`src/rtl/sd_cmd_tx.sv`:
```
// Card-side SD CMD line transmitter: serialises one 48-bit response frame
// (start, transmission, index, argument, CRC7, end) on SD clock fall strobes.
module sd_cmd_tx #(
    parameter int unsigned NCR_MIN = 2
) (
    input  logic        clk,
    input  logic        reset,
    input  logic        sd_clk_fall,
    input  logic        start,
    input  logic [5:0]  resp_index,
    input  logic [31:0] resp_arg,
    input  logic        resp_crc_en,
    input  logic        abort,
    output logic        busy,
    output logic        done,
    output logic        cmd_o,
    output logic        cmd_oe
);

    typedef enum logic [1:0] {StIdle, StWait, StShift, StRelease} state_t;

    localparam logic [6:0] NCR_CNT = 7'(NCR_MIN);

    state_t      r_state, w_state_d;
    logic [39:0] r_shift, w_shift_d;
    logic [6:0]  r_crc, w_crc_d;
    logic        r_crc_en, w_crc_en_d;
    logic [6:0]  r_ncr_cnt, w_ncr_cnt_d;
    logic [5:0]  r_bit_cnt, w_bit_cnt_d;
    logic        r_busy, w_busy_d;
    logic        r_done, w_done_d;
    logic        r_cmd_o, w_cmd_o_d;
    logic        r_cmd_oe, w_cmd_oe_d;
    logic [5:0]  w_next_idx;

    // Serial CRC7, x^7 + x^3 + 1, fed MSB first.
    function automatic logic [6:0] crc7_step(input logic [6:0] crc, input logic b);
        logic fb;
        fb = b ^ crc[6];
        return {crc[5:0], 1'b0} ^ {3'b000, fb, 2'b00, fb};
    endfunction

    assign w_next_idx = r_bit_cnt - 6'd1;

    always_comb begin
        w_state_d   = r_state;
        w_shift_d   = r_shift;
        w_crc_d     = r_crc;
        w_crc_en_d  = r_crc_en;
        w_ncr_cnt_d = r_ncr_cnt;
        w_bit_cnt_d = r_bit_cnt;
        w_busy_d    = r_busy;
        w_done_d    = 1'b0;
        w_cmd_o_d   = r_cmd_o;
        w_cmd_oe_d  = r_cmd_oe;

        unique case (r_state)
            StIdle: begin
                if (start) begin
                    w_shift_d   = {2'b00, resp_index, resp_arg};
                    w_crc_en_d  = resp_crc_en;
                    w_crc_d     = 7'd0;
                    w_ncr_cnt_d = 7'd0;
                    w_busy_d    = 1'b1;
                    w_state_d   = StWait;
                end
            end
            StWait: begin
                if (sd_clk_fall) begin
                    if (r_ncr_cnt == NCR_CNT) begin
                        w_cmd_o_d   = r_shift[39];
                        w_cmd_oe_d  = 1'b1;
                        w_crc_d     = crc7_step(r_crc, r_shift[39]);
                        w_shift_d   = {r_shift[38:0], 1'b0};
                        w_bit_cnt_d = 6'd47;
                        w_state_d   = StShift;
                    end else begin
                        w_ncr_cnt_d = r_ncr_cnt + 7'd1;
                    end
                end
            end
            StShift: begin
                if (sd_clk_fall) begin
                    w_bit_cnt_d = w_next_idx;
                    if (w_next_idx >= 6'd8) begin
                        w_cmd_o_d = r_shift[39];
                        w_crc_d   = crc7_step(r_crc, r_shift[39]);
                        w_shift_d = {r_shift[38:0], 1'b0};
                    end else if (w_next_idx != 6'd0) begin
                        // CRC register is drained MSB first through bit 6.
                        w_cmd_o_d = r_crc_en ? r_crc[6] : 1'b1;
                        w_crc_d   = {r_crc[5:0], 1'b0};
                    end else begin
                        w_cmd_o_d = 1'b1;
                        w_state_d = StRelease;
                    end
                end
            end
            StRelease: begin
                if (sd_clk_fall) begin
                    w_cmd_oe_d = 1'b0;
                    w_cmd_o_d  = 1'b1;
                    w_busy_d   = 1'b0;
                    w_done_d   = 1'b1;
                    w_state_d  = StIdle;
                end
            end
            default: w_state_d = StIdle;
        endcase

        if (abort && (r_state != StIdle)) begin
            w_state_d  = StIdle;
            w_cmd_oe_d = 1'b0;
            w_cmd_o_d  = 1'b1;
            w_busy_d   = 1'b0;
            w_done_d   = 1'b0;
        end
    end

    always_ff @(posedge clk) begin
        if (reset) begin
            r_state   <= StIdle;
            r_shift   <= 40'd0;
            r_crc     <= 7'd0;
            r_crc_en  <= 1'b0;
            r_ncr_cnt <= 7'd0;
            r_bit_cnt <= 6'd0;
            r_busy    <= 1'b0;
            r_done    <= 1'b0;
            r_cmd_o   <= 1'b1;
            r_cmd_oe  <= 1'b0;
        end else begin
            r_state   <= w_state_d;
            r_shift   <= w_shift_d;
            r_crc     <= w_crc_d;
            r_crc_en  <= w_crc_en_d;
            r_ncr_cnt <= w_ncr_cnt_d;
            r_bit_cnt <= w_bit_cnt_d;
            r_busy    <= w_busy_d;
            r_done    <= w_done_d;
            r_cmd_o   <= w_cmd_o_d;
            r_cmd_oe  <= w_cmd_oe_d;
        end
    end

    assign busy   = r_busy;
    assign done   = r_done;
    assign cmd_o  = r_cmd_o;
    assign cmd_oe = r_cmd_oe;

endmodule
```
`config.mk`:
```
export PLATFORM = sky130hd
export DESIGN_NAME = sd_cmd_tx
export DESIGN_NICKNAME = d
export VERILOG_FILES = /design/src/rtl/sd_cmd_tx.sv
export SDC_FILE = /design/constraint.sdc
export NUM_CORES = 1
export LEC_CHECK = 0
export CAP_MARGIN = 15
export CORE_UTILIZATION = 41
export CTS_CLUSTER_DIAMETER = 120
export DETAILED_ROUTE_END_ITERATION = 7
export PLACE_DENSITY = 0.77
export SYNTH_ARGS = -nofsm -noshare
export SYNTH_HDL_FRONTEND = slang
export SYNTH_SLANG_ARGS = --single-unit
```
`constraint.sdc`:
```
create_clock -name clk -period 2.2 [get_ports clk]
set_input_delay 0.22 -clock clk [delete_from_list [all_inputs] [get_ports clk]]
set_output_delay 0.22 -clock clk [all_outputs]
set_load 0.05 [all_outputs]
```
==> run_results.csv, run 1 <==
group,metric,value,unit
outcome,run_status,"completed",
finish,design.final.nets,510,
grt,antenna_found_initial,0,
logic_synthesis,synth.distinct_cells,52,
placement,port-buffer-count,47,
clock_network,clockRootBuffer,"sky130_fd_sc_hd__clkbuf_8",
floorplanning,starting_density_of_the_core,42.9,%
floorplanning,dieHeight,95.4,µm
route,vias_per_cell,5.53,
finish,final_area,4790,µm²
power_and_ir_drop,power.density_cell_area,1280,nW/µm²
finish,n_fill_cell,718,
timing,finalSetupViolations,0,
floorplanning,die-width,95.4,µm
finish,multi_input_area,2140,µm²
logic_synthesis,synth.cell_area,3580,µm²
worst_setup_path,cp-start-kind,"register",
grt,grt.total_usage,19.8,%
floorplanning,core_region_area,8340,µm²
timing,max_clk_rate,458,MHz
floorplanning,die_area,9110,µm²
route,post_drt_wl_per_cell,15.4,µm
route,drtPass1Iterations,4,
timing,whs,393,ps
finish,diodes_inserted,0,
power_and_ir_drop,peakVddDrop,0.705,mV
clock_network,worst_setup_hold_path_clk_slew,80,ps
placement,place_congestion,0.818,
grt,gr-total-overflow,0,
grt,global_route_wire_length_before_repair,14100,µm
power_and_ir_drop,static-leakage-power,1.77,nW
logic_synthesis,yosysSeqAreaShare,37.5,%
logic_synthesis,yosys-top-cells-area,"sky130_fd_sc_hd__dfxtp_1 (37%), sky130_fd_sc_hd__mux2i_1 (11%), sky130_fd_sc_hd__a211oi_2 (11%), sky130_fd_sc_hd__a21oi_1 (7.5%), sky130_fd_sc_hd__ha_1 (2.8%)",
timing,timing.slew.headroom,56.5,%
logic_synthesis,synth-edff-count,0,
finish,final_layout_size_suffix_gt1_share,26.3,%
route,route.detailed.drc,0,
logic_synthesis,synth.largest_area_cell,"sky130_fd_sc_hd__dfxtp_1",
finish,syn_to_final_growth,33.8,%
logic_synthesis,synth.top_cell.area_share,37.5,%
placement,post-dp-hpwl,5670,µm
route,drt-initial-drc-count,199,
logic_synthesis,synth_cells,378,
route,detail-route-antenna-nets,0,
logic_synthesis,synth-main-ff-cell,"sky130_fd_sc_hd__dfxtp_1",
clock_network,count_of_h_tree_levels_built_during_cts,3,
clock_network,inserted_clock_buffers,9,
worst_setup_path,crit_arrival,2460,ps
worst_setup_path,critPathCaptureType,"register",
placement,placed_cell_area,4410,µm²
worst_setup_path,critical_path_peak_fanout,3,
logic_synthesis,synth_fp_nets,430,
timing,worst_clock_skew,14.4,ps
floorplanning,fp-row-count,33,
worst_hold_path,worst_hold_path_type,"input pin to register",
worst_setup_path,cp.required,2470,ps
worst_setup_path,timing_worst_setup_path_type,"register to register",
timing,hold_viol_final,0,
timing,timing.final.crit_period,2180,ps
clock_network,clk_latency,350,ps
clock_network,clock-sinks,67,
logic_synthesis,synth_warnings,0,
timing,finalCritPeriodShare,99.3,%
clock_network,ctsLongestPathBuffers,2,
timing,drv_slew,0,
flow_run,drv.max_cap_violation_count,0,
clock_network,tritoncts_clock_tree,"built",
grt,grt_start_max_net_pins,43,
route,dr_total_vias,3143,
logic_synthesis,proportion_of_synthesized_flip_flops_having_asynchronous_set_or_reset,0,%
finish,register_area,1340,µm²
logic_synthesis,syn-mean-instance-area,9.47,µm²
grt,vias_in_the_first_global_route,2954,
floorplanning,io_pins,48,
route,routed_wl,8750,µm
timing,grt_setup_unrepaired,"true",
timing,timing_worst_slew_pin_value,650,ps
clock_network,cts_hold_buf,0,
logic_synthesis,postSynthRegisterBits,67,
==> state kept, by name (all words and copies together) (netlist names), 2 cells and up <==
name,cells
r_crc,7
r_bit_cnt,6
r_state,2
r_ncr_cnt,7
r_shift,40
==> worst paths after layout <==
path,start,endpoint,slack (ps),cells after the start
max,r_bit_cnt[1],r_state[1],20,7
min,reset,r_crc[6],390,2
max reg2reg,r_bit_cnt[1],r_state[1],20,7
min reg2reg,r_crc[1],r_crc[1],470,2
==> cell usage after synthesis (2+ instances only) <==
cell type	number
sky130_fd_sc_hd__buf_2	2
sky130_fd_sc_hd__a21oi_1	54
sky130_fd_sc_hd__nand3_1	5
sky130_fd_sc_hd__nand3b_1	2
sky130_fd_sc_hd__o21a_1	3
sky130_fd_sc_hd__nand4b_1	3
sky130_fd_sc_hd__nand2b_1	7
sky130_fd_sc_hd__dfxtp_1	67
sky130_fd_sc_hd__nand2_1	12
sky130_fd_sc_hd__clkbuf_1	21
sky130_fd_sc_hd__mux2i_1	41
sky130_fd_sc_hd__a211oi_2	31
sky130_fd_sc_hd__o21ai_0	14
sky130_fd_sc_hd__and3_1	4
sky130_fd_sc_hd__o21ai_1	3
sky130_fd_sc_hd__xor2_1	6
sky130_fd_sc_hd__nand4_1	5
sky130_fd_sc_hd__ha_1	8
sky130_fd_sc_hd__nor2b_1	3
sky130_fd_sc_hd__buf_6	3
sky130_fd_sc_hd__nor3_1	4
sky130_fd_sc_hd__o211ai_1	2
sky130_fd_sc_hd__a211oi_1	11
sky130_fd_sc_hd__buf_1	2
sky130_fd_sc_hd__inv_1	12
sky130_fd_sc_hd__and2_1	2
sky130_fd_sc_hd__or2_2	4
sky130_fd_sc_hd__or4_1	2
sky130_fd_sc_hd__o41ai_1	2
sky130_fd_sc_hd__nor2_1	20
sky130_fd_sc_hd__a21o_1	2
==> cell families after synthesis <==
family          Yosys count  synth area share [%]
buf+inv                  40                  4.89
mux                      41                  11.5
fa+ha+maj                 8                  2.80
compound gates          136                  29.3
simple gates             79                  12.4
xor+xnor                  7                  1.71
flops                    67                  37.5
==> critical path, cell delays in order (launching register included) <==
cell	delay, ps
sky130_fd_sc_hd__dfxtp_2	340
sky130_fd_sc_hd__buf_6	110
sky130_fd_sc_hd__or4b_4	540
sky130_fd_sc_hd__buf_6	140
sky130_fd_sc_hd__a211oi_4	270
sky130_fd_sc_hd__nor2_1	90
sky130_fd_sc_hd__o41ai_2	430
sky130_fd_sc_hd__mux2i_1	210
==> metrics by stage <==
stage | worst slack [ps] | utilization [%] | power [mW] | std cells | setup TNS (ps)
after floorplan | 51.5 | - | 4.04 | 378 | 0
after global placement | -183 | 52.9 | 4.66 | 544 | -6500
after detailed placement | -246 | 52.9 | 4.78 | 544 | -8420
after CTS | -22.3 | 56.6 | 6.03 | 565 | -22.3
after global routing | -64.5 | 57.4 | 6.53 | 568 | -289
final | 15.8 | 57.4 | 6.15 | 568 | 0
==> power by group <==
part           switching [mW]  internal (mW)  total (mW)  leakage, nW
clock network           0.523          0.648        1.17        0.111
logic                    1.68           1.45        3.12         1.10
registers               0.243           1.62        1.86        0.551
==> layout by cell type (no fill, tap or decap), drive strengths merged, types with 2 or more instances in the layout <==
cell type	synthesis	layout
nand4b	3	3
clkbuf	21	9
nor2b	3	3
nor2	22	23
o21ai	18	18
bufinv	0	2
o211ai	2	2
nand3	5	5
nand3b	2	2
ha	8	8
o41ai	2	2
or4	2	2
and2	2	2
o21a	3	3
mux2i	41	41
a21o	2	2
inv	12	13
nor3	4	4
clkdlybuf4s50	0	46
a211oi	43	43
xor2	6	6
nand2	12	12
a21oi	55	55
dfxtp	67	67
clkinv	0	3
nand4	5	5
or2	4	4
and3	4	4
buf	7	50
nand2b	7	7
a2111oi	2	2
nor4	2	2
==> cell type report <==
| type | count | area share (%) |
|---|---|---|
| Timing Repair Buffer | 96 | 18.9 |
| Clock buffer | 9 | 2.59 |
| Inverter | 12 | 0.940 |
| Tap cell | 105 | 2.74 |
| Sequential cell | 67 | 28.0 |
| Multi-Input combinational cell | 272 | 44.7 |
| Clock inverter | 7 | 2.12 |
==> timing repair <==
action	CTS	global route
buffers inserted	3	3
hold endpoints to repair	0	0
setup endpoints to repair	47	48
gates cloned	2	0
resized for setup	12	10
pin swaps	8	11
==> per-layer routing <==
metal  vias to the layer above  routed length [µm]  global-route usage (%)
met5                         -                   0                       0
met4                         0                 153                    6.34
met3                        13                 215                    4.31
met2                        45                4410                    34.3
met1                      1517                3970                    24.3
li1                       1568                   -                       -
Power figures use the tool's default switching activity.
==> run 2: changes to the inputs <==
- PLACE_DENSITY: 0.77 -> 0.74
- clock period: 2.2 -> 2.4 ns (I/O delays scaled with it)
==> run 2 against run 1 <==
Combinational power down 15%. Sequential power decreased by 9%. Wire length shrank 6.3%. Flip-flop and latch count stayed put. Global-route usage shrank 0.94 points. Worst hold slack gained 59 ps.
==> run_results.csv, run 2 (same netlist as run 1, synthesis figures left out) <==
group,metric,value,unit
outcome,run_status,"completed",
timing,timing_worst_slew_pin_value,789,ps
finish,largest-register,"r_shift",
clock_network,clockRootBuffer,"sky130_fd_sc_hd__clkbuf_8",
worst_setup_path,cp-start-kind,"register",
timing,post-route-worst-setup-slack,81.5,ps
finish,largest_register_ff_count,40,
clock_network,inserted_clock_buffers,9,
finish,final_layout_size_suffix_gt1_share,20.6,%
clock_network,clk_latency,340,ps
worst_setup_path,critical_path_peak_fanout,4,
route,dr_total_vias,3064,
worst_setup_path,cp.required,2600,ps
clock_network,cts-resized-gates,0,
timing,grt_setup_unrepaired,"false",
finish,postLayoutCoreUtil,54.9,%
placement,detailedPlace.worstSlack,-88.4,ps
route,met1_length,3710,µm
power_and_ir_drop,peakVddDrop,0.543,mV
route,highest_layer,"met4",
grt,gr-total-overflow,0,
route,route.detailed.drc,0,
floorplanning,starting_density_of_the_core,42.9,%
route,routed_wl,8200,µm
floorplanning,io_pins,48,
finish,n_fill_cell,746,
worst_setup_path,timing.critical_path.slowest_stage_cell,"sky130_fd_sc_hd__a2111o_1",
clock_network,clock-sinks,67,
route,post_drt_wl_per_cell,15.0,µm
route,drt-initial-drc-count,125,
timing,finalCritPeriodShare,96.6,%
finish,syn_to_final_growth,28.0,%
timing,hold_viol_final,0,
timing,finalSetupViolations,0,
placement,place_congestion,0.846,
finish,most-common-layout-cells,"sky130_fd_sc_hd__dfxtp_1 (67), sky130_fd_sc_hd__a21oi_1 (54), sky130_fd_sc_hd__clkdlybuf4s50_1 (46)",
floorplanning,dieHeight,95.4,µm
timing,max_clk_rate,431,MHz
timing,timing.slew.headroom,47.4,%
floorplanning,fp-row-count,33,
finish,top_regs,"r_shift (40), r_crc (7), r_ncr_cnt (7)",
worst_hold_path,worst_hold_path_type,"input pin to register",
worst_setup_path,timing_worst_setup_path_type,"register to register",
clock_network,ctsLongestPathBuffers,2,
grt,antenna_found_initial,0,
timing,timing.final.crit_period,2320,ps
floorplanning,core_region_area,8340,µm²
route,drtPass1Iterations,4,
grt,global_route_wire_length_before_repair,13300,µm
worst_setup_path,crit_chain,"inv_1 > ha_1 > or2_2 > a2111o_1 > a21oi_4 > buf_4 > mux2i_1 > a41oi_1",
finish,layout_commonest_cell,"sky130_fd_sc_hd__dfxtp_1",
flow_run,drv.max_cap_violation_count,0,
grt,grt.total_usage,18.9,%
route,met3RoutedLength,315,µm
power_and_ir_drop,static-leakage-power,1.66,nW
finish,design.final.nets,488,
timing,worst_clock_skew,5.10,ps
placement,port-buffer-count,47,
clock_network,worst_setup_hold_path_clk_slew,70,ps
timing,drv_slew,0,
finish,diodes_inserted,0,
worst_setup_path,path_delay_family,"compound AO/OA/AOI/OAI gates",
worst_setup_path,critical_path.n_buffers_inverters,2,
route,wl_met2,4090,µm
placement,post-dp-hpwl,5400,µm
floorplanning,die_area,9110,µm²
route,detail-route-antenna-nets,0,
route,vias_per_cell,5.61,
worst_setup_path,crit_arrival,2520,ps
clock_network,cts_hold_buf,0,
grt,vias_in_the_first_global_route,2895,
timing,fin_setup_tns,0,ps
clock_network,tritoncts_clock_tree,"built",
worst_setup_path,max_stage_delay,460,ps
grt,grt_start_max_net_pins,43,
clock_network,count_of_h_tree_levels_built_during_cts,3,
worst_setup_path,critPathCaptureType,"register",
floorplanning,die-width,95.4,µm
power_and_ir_drop,power.density_cell_area,1220,nW/µm²
==> run 2: cell count changes in the layout (fill, tap and decap cells not counted), moves of 2 or more <==
| cell | delta |
|---|---|
| sky130_fd_sc_hd__buf_6 | -6 |
| sky130_fd_sc_hd__nor2_4 | -2 |
| sky130_fd_sc_hd__nor2_2 | +2 |
| sky130_fd_sc_hd__buf_4 | -15 |
| sky130_fd_sc_hd__bufinv_16 | +2 |
| sky130_fd_sc_hd__inv_2 | -2 |
| sky130_fd_sc_hd__dfxtp_2 | -2 |
| sky130_fd_sc_hd__dfxtp_1 | +2 |
| sky130_fd_sc_hd__inv_1 | +2 |
| sky130_fd_sc_hd__a21oi_1 | +2 |
| sky130_fd_sc_hd__a21oi_2 | -2 |
==> run 2: cell type report <==
class	count	area [µm²]	area share, %
Inverter	12	45.0	0.983
Sequential cell	67	1340	29.3
Clock buffer	10	138	3.00
Timing Repair Buffer	74	713	15.6
Tap cell	105	131	2.87
Multi-Input combinational cell	272	2080	45.3
Clock inverter	6	136	2.98
==> run 2: worst register-to-register path, delay by kind of cell (launching register included) <==
family,cells,cell delay (ps)
AND/OR/NAND/NOR,1,300
flip-flops,1,360
AO/OA/AOI/OAI,3,850
multiplexers,1,230
buffers and inverters,2,220
adder cells (fa/ha/maj),1,220
==> run 2: where the power goes <==
part	total (mW)	switching [mW]	internal, mW
combinational	2.64	1.47	1.17
sequential	1.69	0.213	1.48
clock	1.27	0.445	0.825
total	5.60	2.13	3.47
==> run 2: final timing paths <==
check	cells past startpoint	slack [ps]	endpoint	start
max	8	80	cmd_o	r_bit_cnt[0]
max reg2reg	8	80	cmd_o	r_bit_cnt[0]
min	3	450	r_crc_en	resp_crc_en
min reg2reg	2	470	r_crc[5]	r_crc[5]
==> run 2: what timing repair did <==
action                     in CTS  in global routing
setup endpoints to repair       1                  5
setup buffers                   0                  1
pin swaps                       1                  2
cloned                          1                  0
hold endpoints to repair        0                  0
==> run 2: per-layer routing <==
metal / GRT usage (%) / up-vias
met5: 0 / -
li1: - / 1517
met1: 23.6 / 1480
met4: 7.21 / 0
met3: 4.86 / 10
met2: 31.0 / 57
==> run 2: per-stage QoR <==
stage	instance area, µm²	total power, mW	hold slack, ps	instances
after floorplan	3580	3.70	385	378
after global placement	4280	4.18	457	527
after detailed placement	4280	4.28	465	527
after CTS	4560	5.60	440	544
after global routing	4580	5.94	495	546
final	4580	5.60	452	546
==> run 3: changes to the inputs <==
- CORE_UTILIZATION: 41 -> 55
- PLACE_DENSITY: 0.74 -> 0.92
==> run 3 against run 2 <==
Clock skew rose by 7.0 ps. Critical path type unchanged. Worst hold slack got worse by 1.5 ps. Design area is 1.9% lower. Sequential share of layout area grew 0.61 points. Largest cell class unchanged. Global-route usage rose by 5.8 points.
==> run_results.csv, run 3 (same netlist as run 1, synthesis figures left out) <==
group,metric,value,unit
route,post_drt_wl_per_cell,16.1,µm
clock_network,clk_latency,350,ps
floorplanning,core_region_area,6310,µm²
grt,gr-total-overflow,0,
finish,n_fill_cell,440,
timing,timing.slew.headroom,44.5,%
worst_setup_path,cp.required,2610,ps
timing,whs,451,ps
worst_setup_path,timing.critical_path.slowest_stage_cell,"sky130_fd_sc_hd__a2111o_1",
clock_network,cts_hold_buf,0,
floorplanning,die-width,82.7,µm
power_and_ir_drop,peakVddDrop,0.774,mV
clock_network,tritoncts_clock_tree,"built",
route,route.detailed.drc,0,
clock_network,inserted_clock_buffers,9,
flow_run,drv.max_cap_violation_count,0,
worst_setup_path,path_delay_family,"compound AO/OA/AOI/OAI gates",
finish,final_layout_size_suffix_gt1_share,20.0,%
worst_setup_path,crit_chain,"inv_1 > ha_1 > or2_2 > a2111o_1 > a21oi_4 > buf_4 > mux2i_1 > a41oi_1",
timing,timing_worst_slew_pin_value,832,ps
timing,timing.final.crit_period,2310,ps
worst_setup_path,cp-start-kind,"register",
route,detail-route-antenna-nets,0,
worst_setup_path,max_stage_delay,470,ps
floorplanning,die_area,6840,µm²
route,drt-initial-drc-count,207,
outcome,run_status,"completed",
grt,antenna_found_initial,0,
finish,largest-register,"r_shift",
grt,busiest_metal_layer_after_global_routing,"met2",
timing,finalCritPeriodShare,96.1,%
timing,post-route-worst-setup-slack,93.5,ps
clock_network,ctsLongestPathBuffers,2,
floorplanning,fp-row-count,29,
clock_network,clock-sinks,67,
floorplanning,dieHeight,82.7,µm
grt,global_route_wire_length_before_repair,12600,µm
finish,multi_input_area,2100,µm²
worst_setup_path,timing_worst_setup_path_type,"register to register",
finish,top_regs,"r_shift (40), r_crc (7), r_ncr_cnt (7)",
placement,place_congestion,0.858,
timing,drv_slew,0,
clock_network,clockRootBuffer,"sky130_fd_sc_hd__clkbuf_8",
placement,detailedPlace.worstSlack,-85.7,ps
worst_hold_path,worst_hold_path_type,"input pin to register",
floorplanning,io_pins,48,
grt,vias_in_the_first_global_route,2833,
route,drtPass1Iterations,4,
worst_setup_path,critical_path_peak_fanout,5,
finish,most-common-layout-cells,"sky130_fd_sc_hd__dfxtp_1 (66), sky130_fd_sc_hd__a21oi_1 (54), sky130_fd_sc_hd__clkdlybuf4s50_1 (46)",
clock_network,worst_setup_hold_path_clk_slew,80,ps
finish,diodes_inserted,0,
power_and_ir_drop,static-leakage-power,1.62,nW
placement,port-buffer-count,47,
route,dr_total_vias,3055,
worst_setup_path,crit_arrival,2520,ps
clock_network,count_of_h_tree_levels_built_during_cts,3,
route,vias_per_cell,5.97,
grt,gr-usage-met1,29.7,%
finish,register_area,1340,µm²
finish,design.final.nets,482,
timing,hold_viol_final,0,
placement,post-dp-hpwl,5260,µm
grt,grt_use_met2,40.6,%
power_and_ir_drop,power.density_cell_area,1220,nW/µm²
timing,worst_clock_skew,12.1,ps
route,routed_wl,8260,µm
finish,layout_commonest_cell,"sky130_fd_sc_hd__dfxtp_1",
finish,syn_to_final_growth,25.5,%
grt,groute.layer.met3.usage,4.95,%
worst_setup_path,critical_path.n_buffers_inverters,2,
floorplanning,starting_density_of_the_core,56.7,%
worst_setup_path,critPathCaptureType,"register",
timing,finalSetupViolations,0,
timing,fin_setup_tns,0,ps
timing,max_clk_rate,434,MHz
grt,grt_start_max_net_pins,43,
finish,largest_register_ff_count,40,
grt,grt.total_usage,24.7,%
==> run 3: worst paths after layout <==
| path | startpoint | endpoint | slack [ps] | cells past startpoint |
|---|---|---|---|---|
| worst max-delay path | r_bit_cnt[1] | cmd_o | 90 | 8 |
| worst min-delay path | resp_crc_en | r_crc_en | 450 | 3 |
| worst max register to register | r_bit_cnt[1] | cmd_o | 90 | 8 |
| worst min register to register | r_bit_cnt[0] | r_bit_cnt[0] | 470 | 1 |
==> run 3: final cells by class <==
class / instances / share of cell area [%]
clock buffers: 9 / 2.76
multi-input cells: 272 / 46.8
well taps: 77 / 2.14
flip-flops and latches: 67 / 29.9
clock inverters: 7 / 2.73
repair buffers: 68 / 14.7
inverters: 12 / 1.00
==> run 3: worst register-to-register path: cells and delay by family (launching register included) <==
family | cells | cell delay (ps)
adders and majority gates | 1 | 210
and+or+nand+nor | 1 | 320
muxes | 1 | 230
DFF | 1 | 370
AOI/OAI and AO/OA | 3 | 810
buffers and inverters | 2 | 220
==> run 3: per-stage QoR <==
step / util [%] / std cells / power, mW / instance area (µm²)
2_1_floorplan: - / 378 / 3.70 / 3580
3_3_place_gp: 66.5 / 493 / 4.14 / 4200
3_5_place_dp: 66.5 / 493 / 4.25 / 4200
4_1_cts: 70.6 / 510 / 5.47 / 4460
5_1_grt: 71.1 / 512 / 5.78 / 4490
6_report: 71.1 / 512 / 5.49 / 4490
==> run 3: routing by layer <==
metal	up-vias	wire [µm]
met5	-	0
met4	0	188
met3	19	266
met2	60	4140
met1	1478	3670
li1	1498	-
==> run 3: what timing repair did <==
item                                    CTS  global route
setup buffers                             0             2
pin swaps                                 1             2
hold endpoints to repair                  0             0
gates cloned                              1             0
resized for setup                         1             3
endpoints found under the setup margin   20            39
==> run 3: where the power goes <==
part	leakage [nW]	switching [mW]	internal [mW]
Combinational	0.951	1.47	1.13
Clock	0.116	0.479	0.697
Sequential	0.551	0.233	1.48
